### src/rtl/time_set_ctrl.sv
`default_nettype none
// ============================================================================
//  Module   : time_set_ctrl
//  Purpose  : Button-driven time-setting controller for a sec/min/hr counter
//             chain. RUN enables the chain; mode presses walk through the
//             hour, minute and second edit states where inc/dec adjust shadow
//             copies of the time (with hold-to-repeat). Leaving the second
//             edit state issues a one-cycle load of the shadows.
//  Revision : 1.0 - initial release
// ============================================================================
module time_set_ctrl #(
    parameter int unsigned HOLD_CYC  = 500_000,
    parameter int unsigned RPT_CYC   = 100_000,
    parameter int unsigned BLINK_CYC = 250_000
) (
    input  logic       clk,
    input  logic       rst,
    input  logic       btn_mode_i,
    input  logic       btn_inc_i,
    input  logic       btn_dec_i,
    input  logic [5:0] cur_sec_i,
    input  logic [5:0] cur_min_i,
    input  logic [4:0] cur_hr_i,
    output logic       run_en_o,
    output logic       ld_o,
    output logic [5:0] ld_sec_o,
    output logic [5:0] ld_min_o,
    output logic [4:0] ld_hr_o,
    output logic [1:0] edit_sel_o,
    output logic       blink_o
);

    // Counter widths: the repeat counter must reach the larger of the hold
    // and repeat intervals; the blink counter only reaches BLINK_CYC-1.
    localparam int unsigned RPT_MAX = (HOLD_CYC > RPT_CYC) ? HOLD_CYC : RPT_CYC;
    localparam int unsigned RCW     = $clog2(RPT_MAX + 1);
    localparam int unsigned BCW     = (BLINK_CYC > 1) ? $clog2(BLINK_CYC) : 1;

    localparam logic [RCW-1:0] RCNT_ONE  = RCW'(1);
    localparam logic [RCW-1:0] RCNT_HOLD = RCW'(HOLD_CYC);
    localparam logic [RCW-1:0] RCNT_RPT  = RCW'(RPT_CYC);
    localparam logic [BCW-1:0] BCNT_ONE  = BCW'(1);
    localparam logic [BCW-1:0] BCNT_LAST = BCW'(BLINK_CYC - 1);

    typedef enum logic [1:0] {
        ST_RUN = 2'd0,
        ST_HR  = 2'd1,
        ST_MIN = 2'd2,
        ST_SEC = 2'd3
    } state_t;

    // Auto-repeat tracker: IDLE until a qualified press, then HOLD waits the
    // initial delay, then RPT steps at the repeat interval.
    typedef enum logic [1:0] {
        RP_IDLE = 2'd0,
        RP_HOLD = 2'd1,
        RP_RPT  = 2'd2
    } rpt_t;

    state_t         state_q, state_d;
    rpt_t           rpt_st_q, rpt_st_d;
    logic [RCW-1:0] rpt_cnt_q, rpt_cnt_d;
    logic [BCW-1:0] blink_cnt_q, blink_cnt_d;
    logic           blink_q, blink_d;
    logic           ld_q, ld_d;
    logic           mode_q, inc_q, dec_q;
    logic [5:0]     sec_q, sec_d;
    logic [5:0]     min_q, min_d;
    logic [4:0]     hr_q, hr_d;

    logic w_mode_press, w_inc_press, w_dec_press;
    logic w_up, w_dn, w_edit, w_step;

    // Step a 0..59 field up or down with wrap-around.
    function automatic logic [5:0] f_step60(input logic [5:0] v, input logic up);
        if (up) return (v >= 6'd59) ? 6'd0 : v + 6'd1;
        else    return (v == 6'd0 || v > 6'd59) ? 6'd59 : v - 6'd1;
    endfunction

    // Step a 0..23 field up or down with wrap-around.
    function automatic logic [4:0] f_step24(input logic [4:0] v, input logic up);
        if (up) return (v >= 5'd23) ? 5'd0 : v + 5'd1;
        else    return (v == 5'd0 || v > 5'd23) ? 5'd23 : v - 5'd1;
    endfunction

    // Rising-edge detection on the debounced buttons; a lone inc or dec
    // level is the only thing that may adjust (both together cancel).
    assign w_mode_press = btn_mode_i & ~mode_q;
    assign w_inc_press  = btn_inc_i  & ~inc_q;
    assign w_dec_press  = btn_dec_i  & ~dec_q;
    assign w_up         = btn_inc_i  & ~btn_dec_i;
    assign w_dn         = btn_dec_i  & ~btn_inc_i;
    assign w_edit       = (state_q != ST_RUN);

    // Mode sequencing; the load strobe is raised for the first RUN cycle.
    always_comb begin
        state_d = state_q;
        ld_d    = 1'b0;
        if (w_mode_press) begin
            case (state_q)
                ST_RUN:  state_d = ST_HR;
                ST_HR:   state_d = ST_MIN;
                ST_MIN:  state_d = ST_SEC;
                default: begin
                    state_d = ST_RUN;
                    ld_d    = 1'b1;
                end
            endcase
        end
    end

    // Adjust step generation: press step, then initial hold delay, then
    // periodic repeat. Mode press, release, RUN or inc+dec all disarm it so
    // a still-held button never steps the newly selected field.
    always_comb begin
        rpt_st_d  = rpt_st_q;
        rpt_cnt_d = rpt_cnt_q;
        w_step    = 1'b0;
        if (!w_edit || w_mode_press || !(w_up || w_dn)) begin
            rpt_st_d  = RP_IDLE;
            rpt_cnt_d = '0;
        end else if ((w_up && w_inc_press) || (w_dn && w_dec_press)) begin
            w_step    = 1'b1;
            rpt_st_d  = RP_HOLD;
            rpt_cnt_d = RCNT_ONE;
        end else begin
            case (rpt_st_q)
                RP_HOLD: begin
                    if (rpt_cnt_q == RCNT_HOLD) begin
                        w_step    = 1'b1;
                        rpt_st_d  = RP_RPT;
                        rpt_cnt_d = RCNT_ONE;
                    end else begin
                        rpt_cnt_d = rpt_cnt_q + RCNT_ONE;
                    end
                end
                RP_RPT: begin
                    if (rpt_cnt_q == RCNT_RPT) begin
                        w_step    = 1'b1;
                        rpt_cnt_d = RCNT_ONE;
                    end else begin
                        rpt_cnt_d = rpt_cnt_q + RCNT_ONE;
                    end
                end
                default: begin
                    rpt_st_d  = RP_IDLE;
                    rpt_cnt_d = '0;
                end
            endcase
        end
    end

    // Shadow time: sanitised capture on entering edit, then field steps.
    always_comb begin
        sec_d = sec_q;
        min_d = min_q;
        hr_d  = hr_q;
        if (state_q == ST_RUN && w_mode_press) begin
            hr_d  = (cur_hr_i  > 5'd23) ? 5'd0 : cur_hr_i;
            min_d = (cur_min_i > 6'd59) ? 6'd0 : cur_min_i;
            sec_d = (cur_sec_i > 6'd59) ? 6'd0 : cur_sec_i;
        end else if (w_step) begin
            case (state_q)
                ST_HR:   hr_d  = f_step24(hr_q, w_up);
                ST_MIN:  min_d = f_step60(min_q, w_up);
                ST_SEC:  sec_d = f_step60(sec_q, w_up);
                default: ;
            endcase
        end
    end

    // Blink generator: restarts high on every state change, held low in RUN.
    always_comb begin
        blink_d     = blink_q;
        blink_cnt_d = blink_cnt_q;
        if (state_d != state_q) begin
            blink_d     = (state_d != ST_RUN);
            blink_cnt_d = '0;
        end else if (!w_edit) begin
            blink_d     = 1'b0;
            blink_cnt_d = '0;
        end else if (blink_cnt_q == BCNT_LAST) begin
            blink_d     = ~blink_q;
            blink_cnt_d = '0;
        end else begin
            blink_cnt_d = blink_cnt_q + BCNT_ONE;
        end
    end

    // State, counters, shadows and button history registers.
    always_ff @(posedge clk) begin
        if (rst) begin
            state_q     <= ST_RUN;
            rpt_st_q    <= RP_IDLE;
            rpt_cnt_q   <= '0;
            blink_cnt_q <= '0;
            blink_q     <= 1'b0;
            ld_q        <= 1'b0;
            mode_q      <= 1'b0;
            inc_q       <= 1'b0;
            dec_q       <= 1'b0;
            sec_q       <= '0;
            min_q       <= '0;
            hr_q        <= '0;
        end else begin
            state_q     <= state_d;
            rpt_st_q    <= rpt_st_d;
            rpt_cnt_q   <= rpt_cnt_d;
            blink_cnt_q <= blink_cnt_d;
            blink_q     <= blink_d;
            ld_q        <= ld_d;
            mode_q      <= btn_mode_i;
            inc_q       <= btn_inc_i;
            dec_q       <= btn_dec_i;
            sec_q       <= sec_d;
            min_q       <= min_d;
            hr_q        <= hr_d;
        end
    end

    assign run_en_o   = (state_q == ST_RUN);
    assign ld_o       = ld_q;
    assign ld_sec_o   = sec_q;
    assign ld_min_o   = min_q;
    assign ld_hr_o    = hr_q;
    assign edit_sel_o = state_q;
    assign blink_o    = blink_q;

endmodule
`default_nettype wire

### config.mk
export PLATFORM = sky130hd
export DESIGN_NAME = time_set_ctrl
export DESIGN_NICKNAME = d
export VERILOG_FILES = /design/src/rtl/time_set_ctrl.sv
export SDC_FILE = /design/constraint.sdc
export NUM_CORES = 1
export LEC_CHECK = 0
export CORE_UTILIZATION = 60
export CTS_BUF_LIST = sky130_fd_sc_hd__clkbuf_2 sky130_fd_sc_hd__clkbuf_4 sky130_fd_sc_hd__clkbuf_8
export CTS_CLUSTER_DIAMETER = 100
export DETAILED_ROUTE_END_ITERATION = 8
export PLACE_DENSITY = 0.81
export SETUP_SLACK_MARGIN = 0.3
export SYNTH_ARGS = -nofsm -noshare
export SYNTH_HDL_FRONTEND = slang
export SYNTH_SLANG_ARGS = --single-unit
### constraint.sdc
create_clock -name clk -period 4.4 [get_ports clk]
set_clock_uncertainty 0.05 [all_clocks]
set_input_delay 0.44 -clock clk [delete_from_list [all_inputs] [get_ports clk]]
set_output_delay 0.44 -clock clk [all_outputs]
set_load 0.02 [all_outputs]
==> reports/qor.yml, run 1 <==
status: "finished, final reports clean"
multi_input_comb_area_mm2: 0.002520
setup.worst_path.end_class: "register"
floorplan.die_area_mm2: 0.006956
tritoncts: "yes"
synthDistinctLibCells: 63
timing.hold.worst.class: "register to register"
ys_warn_count: 0
critical_path.slowest_cell: "o31ai_2"
worst_ep_arrival_time_ns: 3.12
timing.rr.start: "edit_sel_o[0]$_SDFF_PP0_"
postSynthNetCount: 552
synthesized_area_mm2: 0.003976
crit_path_frequent_cell: "o21ai_0"
cts.sink_count: 63
global_route.peak_usage_layer: "met2"
placement_rows: 29
fmax_achieved_ghz: 0.3444
drt-wirelength-per-cell_um: 14.40
area_growth_pct: 17.21
worst-slew-pin-transition_ns: 0.7691
initial_core_util_pct: 62.26
worst_ir_drop_vdd_mv: 0.2546
h-tree-depth: 3
cts.hold.buffers_added: 0
cts-resized-gates: 0
grt.total_usage_pct: 27.21
max_cap_viol_count: 0
clock_latency_ns: 0.35
detail_route.vias_per_cell: 5.968
postSynthCellCount: 511
startpoint_type: "input port"
period_minus_slack_ns: 2.904
global_route.overflow_total: 0
grt_pass1_vias: 3498
worst_r2r_path_depth: 7
worstHoldPathCells: 1
pwr_density_cell_mw_per_mm2: 348.5
fill_cells: 522
grt_antenna_before_repair: 0
finalWirelength_mm: 8.955
grt_util_met3_pct: 7.058
async_flop_share_pct: 0
ctsRootBufferMaster: "clkbuf_8"
worstReg2RegEnd: "ld_hr_o[4]$_SDFFE_PP0P_"
drt_first_pass_iters: 4
finalPower_mw: 1.624
global_route_wire_length_before_repair_mm: 15.41
criticalPathCategory: "input port to register"
unrepaired_setup_endpoints_after_global_routing: "no"
post_route_cells_drive_above_1_share_pct: 5.688
timing.final.setup_violations: 0
crit_chain: "clkdlybuf4s50_1 -> ha_1 -> buf_4 -> nand2_1 -> o21ai_0 -> a221oi_4 -> o31ai_2 -> o311ai_0 -> o21ai_0"
detailedRoute.firstIterationViolations: 109
maxSlewViolCount: 0
ant_nets: 0
timing.critical_path.fanout_max: 42
drc: 0
finalNetCount: 581
ys.flop_type: "dfxtp_1"
die-width_um: 83.41
antennaDiodeCount: 0
count_of_buffers_added_by_post_cts_timing_repair_for_setup: 0
min_delay_worst_endpoint: "blink_cnt_q[0]$_SDFF_PP0_"
io-pin-count: 44
worst_path_largest_cell_delay_ns: 0.63
portBuffers: 43
groute.layer.met1.usage_pct: 34.25
use_met2_pct: 44.93
register_to_register_setup_slack_ns: 1.87
synth_enable_flop_cells: 0
dp.final_hpwl_mm: 6.222
hold_path.startpoint: "blink_cnt_q[0]$_SDFF_PP0_"
seqCellArea_mm2: 0.001261
period_share_pct: 66.00
tns_ns: 0
floorplan.die.height_um: 83.41
max-slew-margin-rel_pct: 48.60
required_worst_endpoint_ns: 4.62
pin_count_of_the_biggest_net_entering_global_routing: 43
clock_pin_slew_reported_for_the_worst_setup_and_hold_paths_after_clock_tree_synthesis_ns: 0.07
cts_made_buffers: 9
core_area_mm2: 0.006386
synth.avg_cell_area_um2: 7.781
leakagePower_nw: 1.621
clockBufferDepth: 2
final_hold_viol_count: 0
seq_area_frac_synth_pct: 31.72
via_count: 3712
gpl.final_weighted_congestion: 0.8968
yosys_register_bits: 63
==> cell usage after synthesis, types with 3 or more instances <==
cell type	count	share of area [%]
a32oi_1	3	0.66
o21ai_0	21	2.6
xor2_1	18	4.0
a311oi_1	3	0.66
nand3b_1	4	0.76
o31ai_1	3	0.57
a21oi_1	21	2.6
inv_1	22	2.1
clkbuf_1	19	1.8
nand3_1	27	3.4
xnor2_1	22	4.8
a211oi_1	8	1.5
and2_1	4	0.63
and3_1	8	1.3
buf_2	6	0.76
nand2b_1	8	1.3
o211ai_1	5	0.94
or3_1	3	0.47
o21a_1	4	0.76
dfxtp_1	63	32
nor2_1	80	7.6
ha_1	19	6.0
a31oi_1	7	1.1
nor4_1	4	0.63
nor2b_1	6	0.94
a21o_1	4	0.76
nand2_1	47	4.4
nor3_1	16	2.0
nand4_1	12	1.9
==> metrics by stage <==
stage	instance area, µm²	util [%]	hold WS, ns	std cells	setup WS (ns)
after floorplan	3976	-	0.3795	511	2.062
after global placement	4405	68.99	0.3935	606	1.342
after detailed placement	4405	68.99	0.4093	606	1.266
after CTS	4661	72.98	0.4263	622	1.509
after global routing	4661	72.98	0.4360	622	1.155
final	4661	72.98	0.4148	622	1.496
==> power breakdown <==
group	internal [mW]	switching (mW)	leakage, nW
registers	0.593	0.0553	0.512
clock network	0.407	0.233	0.130
logic	0.153	0.183	0.980
total	1.15	0.472	1.62
==> area by class of cell <==
class	count	share of cell area [%]
Clock buffer	11	3.248
Clock inverter	5	2.228
Inverter	22	1.772
Multi-Input combinational cell	399	54.07
Sequential cell	63	27.06
Tap cell	77	2.067
Timing Repair Buffer	45	9.557
==> how the worst max path moves through the flow <==
| stage | startpoint | to | cells after the start |
|---|---|---|---|
| final | btn_inc_i | ld_min_o[3]$_SDFFE_PP0P_ | 9 |
| after global placement | btn_dec_i | ld_min_o[3]$_SDFFE_PP0P_ | 10 |
| after CTS | btn_inc_i | ld_min_o[3]$_SDFFE_PP0P_ | 9 |
| after global routing | btn_inc_i | ld_min_o[3]$_SDFFE_PP0P_ | 9 |
| after detailed placement | btn_inc_i | ld_min_o[3]$_SDFFE_PP0P_ | 9 |
| after floorplan | edit_sel_o[0]$_SDFF_PP0_ | rpt_cnt_q[10]$_SDFF_PP0_ | 9 |
==> flip-flops by register name, indices dropped and copies added, names as in the netlist <==
register     flops
blink_cnt_q     18
blink_o          1
dec_q            1
edit_sel_o       2
inc_q            1
ld_hr_o          5
ld_min_o         6
ld_o             1
ld_sec_o         6
mode_q           1
rpt_cnt_q       19
rpt_st_q         2
==> layout by cell type, fill, tap and decap left out, drive strengths merged, types with 3 or more instances in the layout <==
cell / synthesis / routed
nand3b: 4 / 4
and2: 4 / 4
nand3: 27 / 27
a31oi: 7 / 7
a21o: 4 / 4
dfxtp: 63 / 63
nor3: 17 / 17
and3: 8 / 8
nor2: 80 / 80
a21oi: 21 / 21
o211ai: 5 / 5
nor4: 5 / 5
a211oi: 8 / 8
bufinv: 0 / 3
xor2: 18 / 18
xnor2: 22 / 22
a32oi: 3 / 3
ha: 19 / 19
clkdlybuf4s50: 0 / 43
clkbuf: 19 / 11
a311oi: 3 / 3
o21ai: 22 / 22
nand2: 47 / 47
inv: 22 / 22
nand4: 12 / 12
nand2b: 8 / 8
or3: 3 / 3
nor2b: 6 / 6
o21a: 5 / 5
o31ai: 6 / 6
==> cells by family (layout without fill, tap and decap cells) <==
logic type	Yosys count	in the layout	share of synthesized area [%]
AO/OA/AOI/OAI	102	102	18.72
XOR/XNOR	40	40	8.810
adder cells (fa/ha/maj)	19	19	5.979
buffers and inverters	49	83	4.909
flip-flops	63	63	31.72
multiplexers	3	3	0.7867
AND/OR/NAND/NOR	235	235	29.08
==> worst max-delay path, delay by kind of cell <==
family	cells	cell delay [ns]
buffers and inverters	2	0.87
adders and majority gates	1	0.17
AOI/OAI and AO/OA	5	1.47
and+or+nand+nor	1	0.16
==> routing by layer <==
layer	vias to the layer above	part of all wire (%)
met3	27	5.1
met1	1730	46
met4	0	2.5
met5	-	0
met2	102	46
li1	1853	-
(Power assumes the default switching activity.)
==> inputs of run 2 (changes only) <==
- CORE_UTILIZATION: 60 -> 59
- PLACE_DENSITY: 0.81 -> 0.8
- clock period: 4.4 -> 2.8 ns (I/O delays scaled with it)
==> run 2 against run 1 <==
  * Cell area increased by 0.27%
  * First-iteration DRC count increased by 98%
  * Sequential power increased by 57%
  * Sequential share of layout area decreased by 0.072 points
  * Critical endpoint is now rpt_cnt_q[4]$_SDFF_PP0_
==> reports/qor.yml, run 2 (synthesis gave the netlist of run 1 again) <==
comb_power_share_pct: 22.9  # +2.2 points
post_route_cells_drive_above_1_share_pct: 7.246  # +1.6 points
critical_path.n_buffers_inverters: 1  # -1
period_share_pct: 82.71
clock_pin_slew_reported_for_the_worst_setup_and_hold_paths_after_clock_tree_synthesis_ns: 0.08  # about the same
status: "finished, final reports clean"
finalPower_mw: 2.342  # +44%
max_cap_viol_count: 0  # unchanged
post_dp_cell_area_mm2: 0.004451  # +1.0%
die-width_um: 84.10  # +0.83%
io-pin-count: 44  # unchanged
fmax_achieved_ghz: 0.4318
area_growth_pct: 17.53
worst_path_largest_cell_delay_ns: 0.50  # -0.13 ns
required_worst_endpoint_ns: 3.02  # -1.60 ns
startpoint_type: "register"
origin_of_the_worst_setup_path: "edit_sel_o[0]$_SDFF_PP0_"
ctsRootBufferMaster: "clkbuf_8"
internal_power_mw: 1.595  # +38%
grt.total_usage_pct: 26.16  # -1.0 points
layout_commonest_cell: "nor2_1"
min_delay_worst_endpoint: "blink_cnt_q[0]$_SDFF_PP0_"
portBuffers: 43  # unchanged
cts_made_buffers: 9  # unchanged
detail_route.vias_per_cell: 5.847  # -2.0%
worst_path_dominant_cell_family: "simple AND/OR/NAND/NOR gates"
global_route.overflow_total: 0  # unchanged
drt-wirelength-per-cell_um: 14.20  # -1.4%
initial_core_util_pct: 61.91  # -0.35 points
largest-register: "rpt_cnt_q"
crit_chain: "inv_1 -> ha_1 -> or3_1 -> nor2_1 -> nand2_1 -> a211o_2 -> nor2_1"
period_minus_slack_ns: 2.316
worstHoldPathCells: 1  # unchanged
finalWirelength_mm: 8.930  # -0.28%
ant_nets: 0  # unchanged
drc: 0  # unchanged
p_sw_mw: 0.7467  # +58%
critical_path.slowest_cell: "dfxtp_1"
hold-worst-slack_ns: 0.4155  # +0.0007280 ns
clockPowerShare_pct: 33.6  # -5.8 points
finalNetCount: 588  # +1.2%
timing.rr.start: "edit_sel_o[0]$_SDFF_PP0_"
setup.worst_path.end_class: "register"
share_seq_of_total_power_pct: 43.4  # +3.5 points
dp.final_hpwl_mm: 6.365  # +2.3%
leakagePower_nw: 1.626  # +0.30%
crit_path_frequent_cell: "nor2_1"
gpl.final_weighted_congestion: 0.9124  # +1.7%
unrepaired_setup_endpoints_after_global_routing: "no"
mostFrequentLayoutCells: "nor2_1 (80), dfxtp_1 (63), nand2_1 (47)"
h-tree-depth: 3  # unchanged
placement_rows: 29  # unchanged
detailedRoute.firstIterationViolations: 216  # +98%
final_hold_viol_count: 0  # unchanged
worst_r2r_path_depth: 7  # unchanged
global_route_wire_length_before_repair_mm: 15.17  # -1.6%
floorplan.die_area_mm2: 0.007072  # +1.7%
max-slew-margin-rel_pct: 59.31  # +11 points
maxSlewViolCount: 0  # unchanged
pwr_density_cell_mw_per_mm2: 501.1  # +44%
worst-slew-pin-transition_ns: 0.6091  # -0.1601 ns
timing.critical_path.fanout_max: 18  # -57%
cts.sink_count: 63  # unchanged
timing.final.setup_violations: 0  # unchanged
worstReg2RegEnd: "rpt_cnt_q[4]$_SDFF_PP0_"
worst_ir_drop_vdd_mv: 0.3257  # +28%
tns_ns: 0  # unchanged
grt_antenna_before_repair: 0  # unchanged
timing.hold.worst.class: "register to register"
via_count: 3678  # -0.92%
grt_pass1_vias: 3496  # -0.057%
register_to_register_setup_slack_ns: 0.48  # -1.39 ns
clock_latency_ns: 0.34  # about the same
hold_path.startpoint: "blink_cnt_q[0]$_SDFF_PP0_"
drt_first_pass_iters: 5  # +1
floorplan.die.height_um: 84.10  # +0.83%
pin_count_of_the_biggest_net_entering_global_routing: 42  # -2.3%
worst_ep_arrival_time_ns: 2.54  # -0.58 ns
antennaDiodeCount: 0  # unchanged
layout_top_registers: "rpt_cnt_q: 19 flops, blink_cnt_q: 18 flops"
clockBufferDepth: 2  # unchanged
tritoncts: "yes"
largest_register_ffs: 19  # unchanged
swShare_pct: 31.88  # +2.8 points
criticalPathCategory: "register to register"
finish.instance_area_mm2: 0.004673  # +0.27%
core_area_mm2: 0.006422  # +0.57%
cts.hold.buffers_added: 0  # unchanged
-- run 2: cell count changes in the layout (fill, tap and decap cells not counted), moves of 2 or more --
cell,delta
bufinv_16,-2
buf_4,+6
clkbuf_8,-2
clkinvlp_4,+2
-- run 2: final cells by class --
type | instances | area (µm²)
multi-input combinational | 399 | 2526
inverter | 22 | 82.58
sequential | 63 | 1261
clock buffer | 9 | 123.9
tap | 77 | 96.34
clock inverter | 7 | 72.57
timing repair buffer | 52 | 510.5
fill | 511 | 1749
-- run 2: per-layer routing --
layer,routed length (µm),GRT usage (%),vias to the layer above
li1,-,-,1871
met1,4237,32.62,1716
met2,4183,44.86,75
met3,325,3.956,16
met4,184,10.97,0
met5,0,0,-
-- run 2: worst max path at each step --
stage | endpoint | slack, ns | cells past startpoint
after floorplan | rpt_cnt_q[10]$_SDFF_PP0_ | 0.46 | 9
after global placement | ld_hr_o[4]$_SDFFE_PP0P_ | 0.26 | 8
after detailed placement | ld_hr_o[4]$_SDFFE_PP0P_ | 0.18 | 8
after CTS | ld_hr_o[4]$_SDFFE_PP0P_ | 0.39 | 7
after global routing | rpt_cnt_q[4]$_SDFF_PP0_ | 0.32 | 7
final | rpt_cnt_q[4]$_SDFF_PP0_ | 0.48 | 7
-- run 2: repair_timing --
action,4_1_cts,5_1_grt
setup buffers,0,1
hold endpoints to repair,0,0
resized for setup,0,2
setup endpoints to repair,0,23
-- run 2: stage by stage --
| step | util [%] | std cells | setup WS [ns] |
|---|---|---|---|
| after floorplan | - | 511 | 0.4617 |
| after global placement | 69.30 | 612 | 0.2571 |
| after detailed placement | 69.30 | 612 | 0.1827 |
| after CTS | 72.36 | 628 | 0.3852 |
| after global routing | 72.76 | 629 | 0.3224 |
| final | 72.76 | 629 | 0.4840 |
-- run 2: power groups by stage --
| stage | registers, mW | clock network, mW | logic (mW) |
|---|---|---|---|
| finish | 1.02 | 0.788 | 0.537 |
| global route | 1.03 | 0.835 | 0.593 |
| CTS | 1.01 | 0.799 | 0.527 |
| detailed placement | 1.03 | 0 | 0.523 |
| global placement | 1.03 | 0 | 0.517 |
| floorplan | 1.02 | 0 | 0.357 |
==> inputs of run 3 (changes only) <==
- clock period: 2.8 -> 2.4 ns (I/O delays scaled with it)
==> run 3 against run 2 <==
  * The run now ends with DRC left
  * Critical endpoint is now ld_min_o[3]$_SDFFE_PP0P_
  * Flip-flop and latch count unchanged
  * Critical path depth increased by 1
  * Global-route usage increased by 1.6 points
  * Final cell count increased by 1.7%
  * Core utilization increased by 3.9 points
  * Clock power increased by 36%
==> reports/qor.yml, run 3 (synthesis gave the netlist of run 1 again) <==
status: "complete, but fails checks"
failed_checks: "DRC"
required_worst_endpoint_ns: 2.60  # -0.42 ns
layout_top_registers: "rpt_cnt_q: 19 flops, blink_cnt_q: 18 flops"
drt_first_pass_iters: 7  # +2
finalWirelength_mm: 9.736  # +9.0%
worst_setup_path_endpoint: "ld_min_o[3]$_SDFFE_PP0P_"
timing.hold.worst.class: "input port to register"
final_hold_viol_count: 0  # unchanged
global_route.overflow_total: 0  # unchanged
gpl.final_weighted_congestion: 0.8540  # -6.4%
cts.sink_count: 63  # unchanged
mostFrequentLayoutCells: "nor2_1 (79), dfxtp_1 (51), nand2_1 (46)"
worst_ep_arrival_time_ns: 2.26  # -0.28 ns
post_route_cells_drive_above_1_share_pct: 12.61  # +5.4 points
worst-slew-pin-transition_ns: 0.4517  # -0.1574 ns
fmax_achieved_ghz: 0.4860  # +13%
hold-worst-slack_ns: 0.1988  # -0.2167 ns
largest_register_ffs: 19  # unchanged
tritoncts: "yes"
clockBufferDepth: 2  # unchanged
finalNetCount: 600  # +2.0%
pin_count_of_the_biggest_net_entering_global_routing: 42  # unchanged
setup.worst_path.end_class: "register"
origin_of_the_worst_setup_path: "rpt_cnt_q[10]$_SDFF_PP0_"
worst_r2r_path_depth: 8  # +1
layout_commonest_cell: "nor2_1"
antennaDiodeCount: 0  # unchanged
fill_cells: 453  # -11%
worst_ir_drop_vdd_mv: 0.3681  # +13%
startpoint_type: "register"
cts_made_buffers: 9  # unchanged
grt.total_usage_pct: 27.78  # +1.6 points
criticalPathCategory: "register to register"
leakagePower_nw: 1.740  # +7.0%
h-tree-depth: 3  # unchanged
max_cap_viol_count: 0  # unchanged
drc: 8  # +8
initial_core_util_pct: 61.91  # unchanged
detailedRoute.firstIterationViolations: 217  # +0.46%
register_to_register_setup_slack_ns: 0.34  # -0.14 ns
timing.critical_path.fanout_max: 6  # -12
maxSlewViolCount: 0  # unchanged
ant_nets: 0  # unchanged
pwr_density_cell_mw_per_mm2: 593.9  # +19%
global_route_wire_length_before_repair_mm: 15.88  # +4.7%
clock_pin_slew_reported_for_the_worst_setup_and_hold_paths_after_clock_tree_synthesis_ns: 0.07  # about the same
period_minus_slack_ns: 2.058  # -0.2584 ns
timing.final.setup_violations: 0  # unchanged
via_count: 3819  # +3.8%
period_share_pct: 85.73  # +3.0 points
floorplan.die.height_um: 84.10  # unchanged
floorplan.die_area_mm2: 0.007072  # unchanged
timing.rr.start: "rpt_cnt_q[10]$_SDFF_PP0_"
drt-wirelength-per-cell_um: 15.21  # +7.2%
io-pin-count: 44  # unchanged
clock_latency_ns: 0.34  # about the same
ctsRootBufferMaster: "clkbuf_8"
portBuffers: 43  # unchanged
largest-register: "rpt_cnt_q"
worstReg2RegEnd: "ld_min_o[3]$_SDFFE_PP0P_"
dp.final_hpwl_mm: 6.519  # +2.4%
core_area_mm2: 0.006422  # unchanged
detail_route.vias_per_cell: 5.967  # +2.0%
grt_pass1_vias: 3461  # -1.0%
area_growth_pct: 23.82
grt_antenna_before_repair: 0  # unchanged
unrepaired_setup_endpoints_after_global_routing: "yes"
placement_rows: 29  # unchanged
max-slew-margin-rel_pct: 69.85  # +11 points
die-width_um: 84.10  # unchanged
final_util_pct: 76.66  # +3.9 points
[run 3: changes by cell type in the layout (fill, tap and decap cells not counted), moves of 2 or more]
cell / change
dfxtp_1: -12
buf_4: +8
dfxtp_2: +7
dfxtp_4: +5
buf_6: +3
clkbuf_8: +3
a211oi_1: -2
a211oi_2: +2
clkinvlp_4: -2
[run 3: worst max-delay path, cell delays in order, from the launching register on]
cell	delay, ns
dfxtp_4	0.35
nand4b_1	0.22
nor4b_4	0.38
a221oi_4	0.12
buf_12	0.16
o31ai_4	0.26
buf_4	0.19
o311ai_0	0.13
o21ai_0	0.12
[run 3: final cells by class]
class	instances	area, µm²	area share (%)
repair buffers	64	626.9	12.73
multi-input cells	399	2599	52.78
clock inverters	3	65.06	1.321
flip-flops and latches	63	1289	26.18
inverters	22	82.58	1.677
clock buffers	12	165.2	3.355
well taps	77	96.34	1.957
[run 3: power breakdown]
part	switching [mW]	internal (mW)	leakage [nW]	total, mW
sequential	0.0927	1.08	0.519	1.18
combinational	0.363	0.315	1.10	0.678
clock	0.406	0.663	0.118	1.07
total	0.862	2.06	1.74	2.92
[run 3: per-stage QoR]
step	area (µm²)	TNS [ns]	cells	power (mW)	setup WS, ns
finish	4923	0	640	2.924	0.3425
detailed placement	4528	-0.2562	618	1.836	-0.03976
global route	4923	0	640	3.054	0.2750
floorplan	3984	0	511	1.612	0.3144
global placement	4528	0	618	1.819	0.02659
CTS	4796	0	633	2.896	0.3053
[run 3: repair_timing]
| action | in CTS | in global routing |
|---|---|---|
| resized for setup | 8 | 26 |
| gates cloned | 0 | 1 |
| buffers inserted | 0 | 6 |
| pin swaps | 3 | 13 |
| endpoints found under the setup margin | 6 | 47 |
| hold buffers | 0 | 0 |
[run 3: how the worst min path moves through the flow]
stage,startpoint,end,slack [ns],cells past startpoint
floorplan,btn_dec_i,dec_q$_SDFF_PP0_,0.33,2
global placement,blink_cnt_q[0]$_SDFF_PP0_,blink_cnt_q[0]$_SDFF_PP0_,0.39,1
detailed placement,blink_cnt_q[0]$_SDFF_PP0_,blink_cnt_q[0]$_SDFF_PP0_,0.40,1
CTS,blink_cnt_q[0]$_SDFF_PP0_,blink_cnt_q[0]$_SDFF_PP0_,0.42,1
global route,btn_inc_i,inc_q$_SDFF_PP0_,0.23,3
finish,btn_inc_i,inc_q$_SDFF_PP0_,0.20,3
[run 3: routing by layer]
metal | track usage (%) | vias up | wire (µm)
met2 | 45.01 | 141 | 4675
met1 | 36.25 | 1767 | 4286
met4 | 10.97 | 0 | 157
li1 | - | 1896 | -
met3 | 5.539 | 15 | 617
met5 | 0 | - | 0
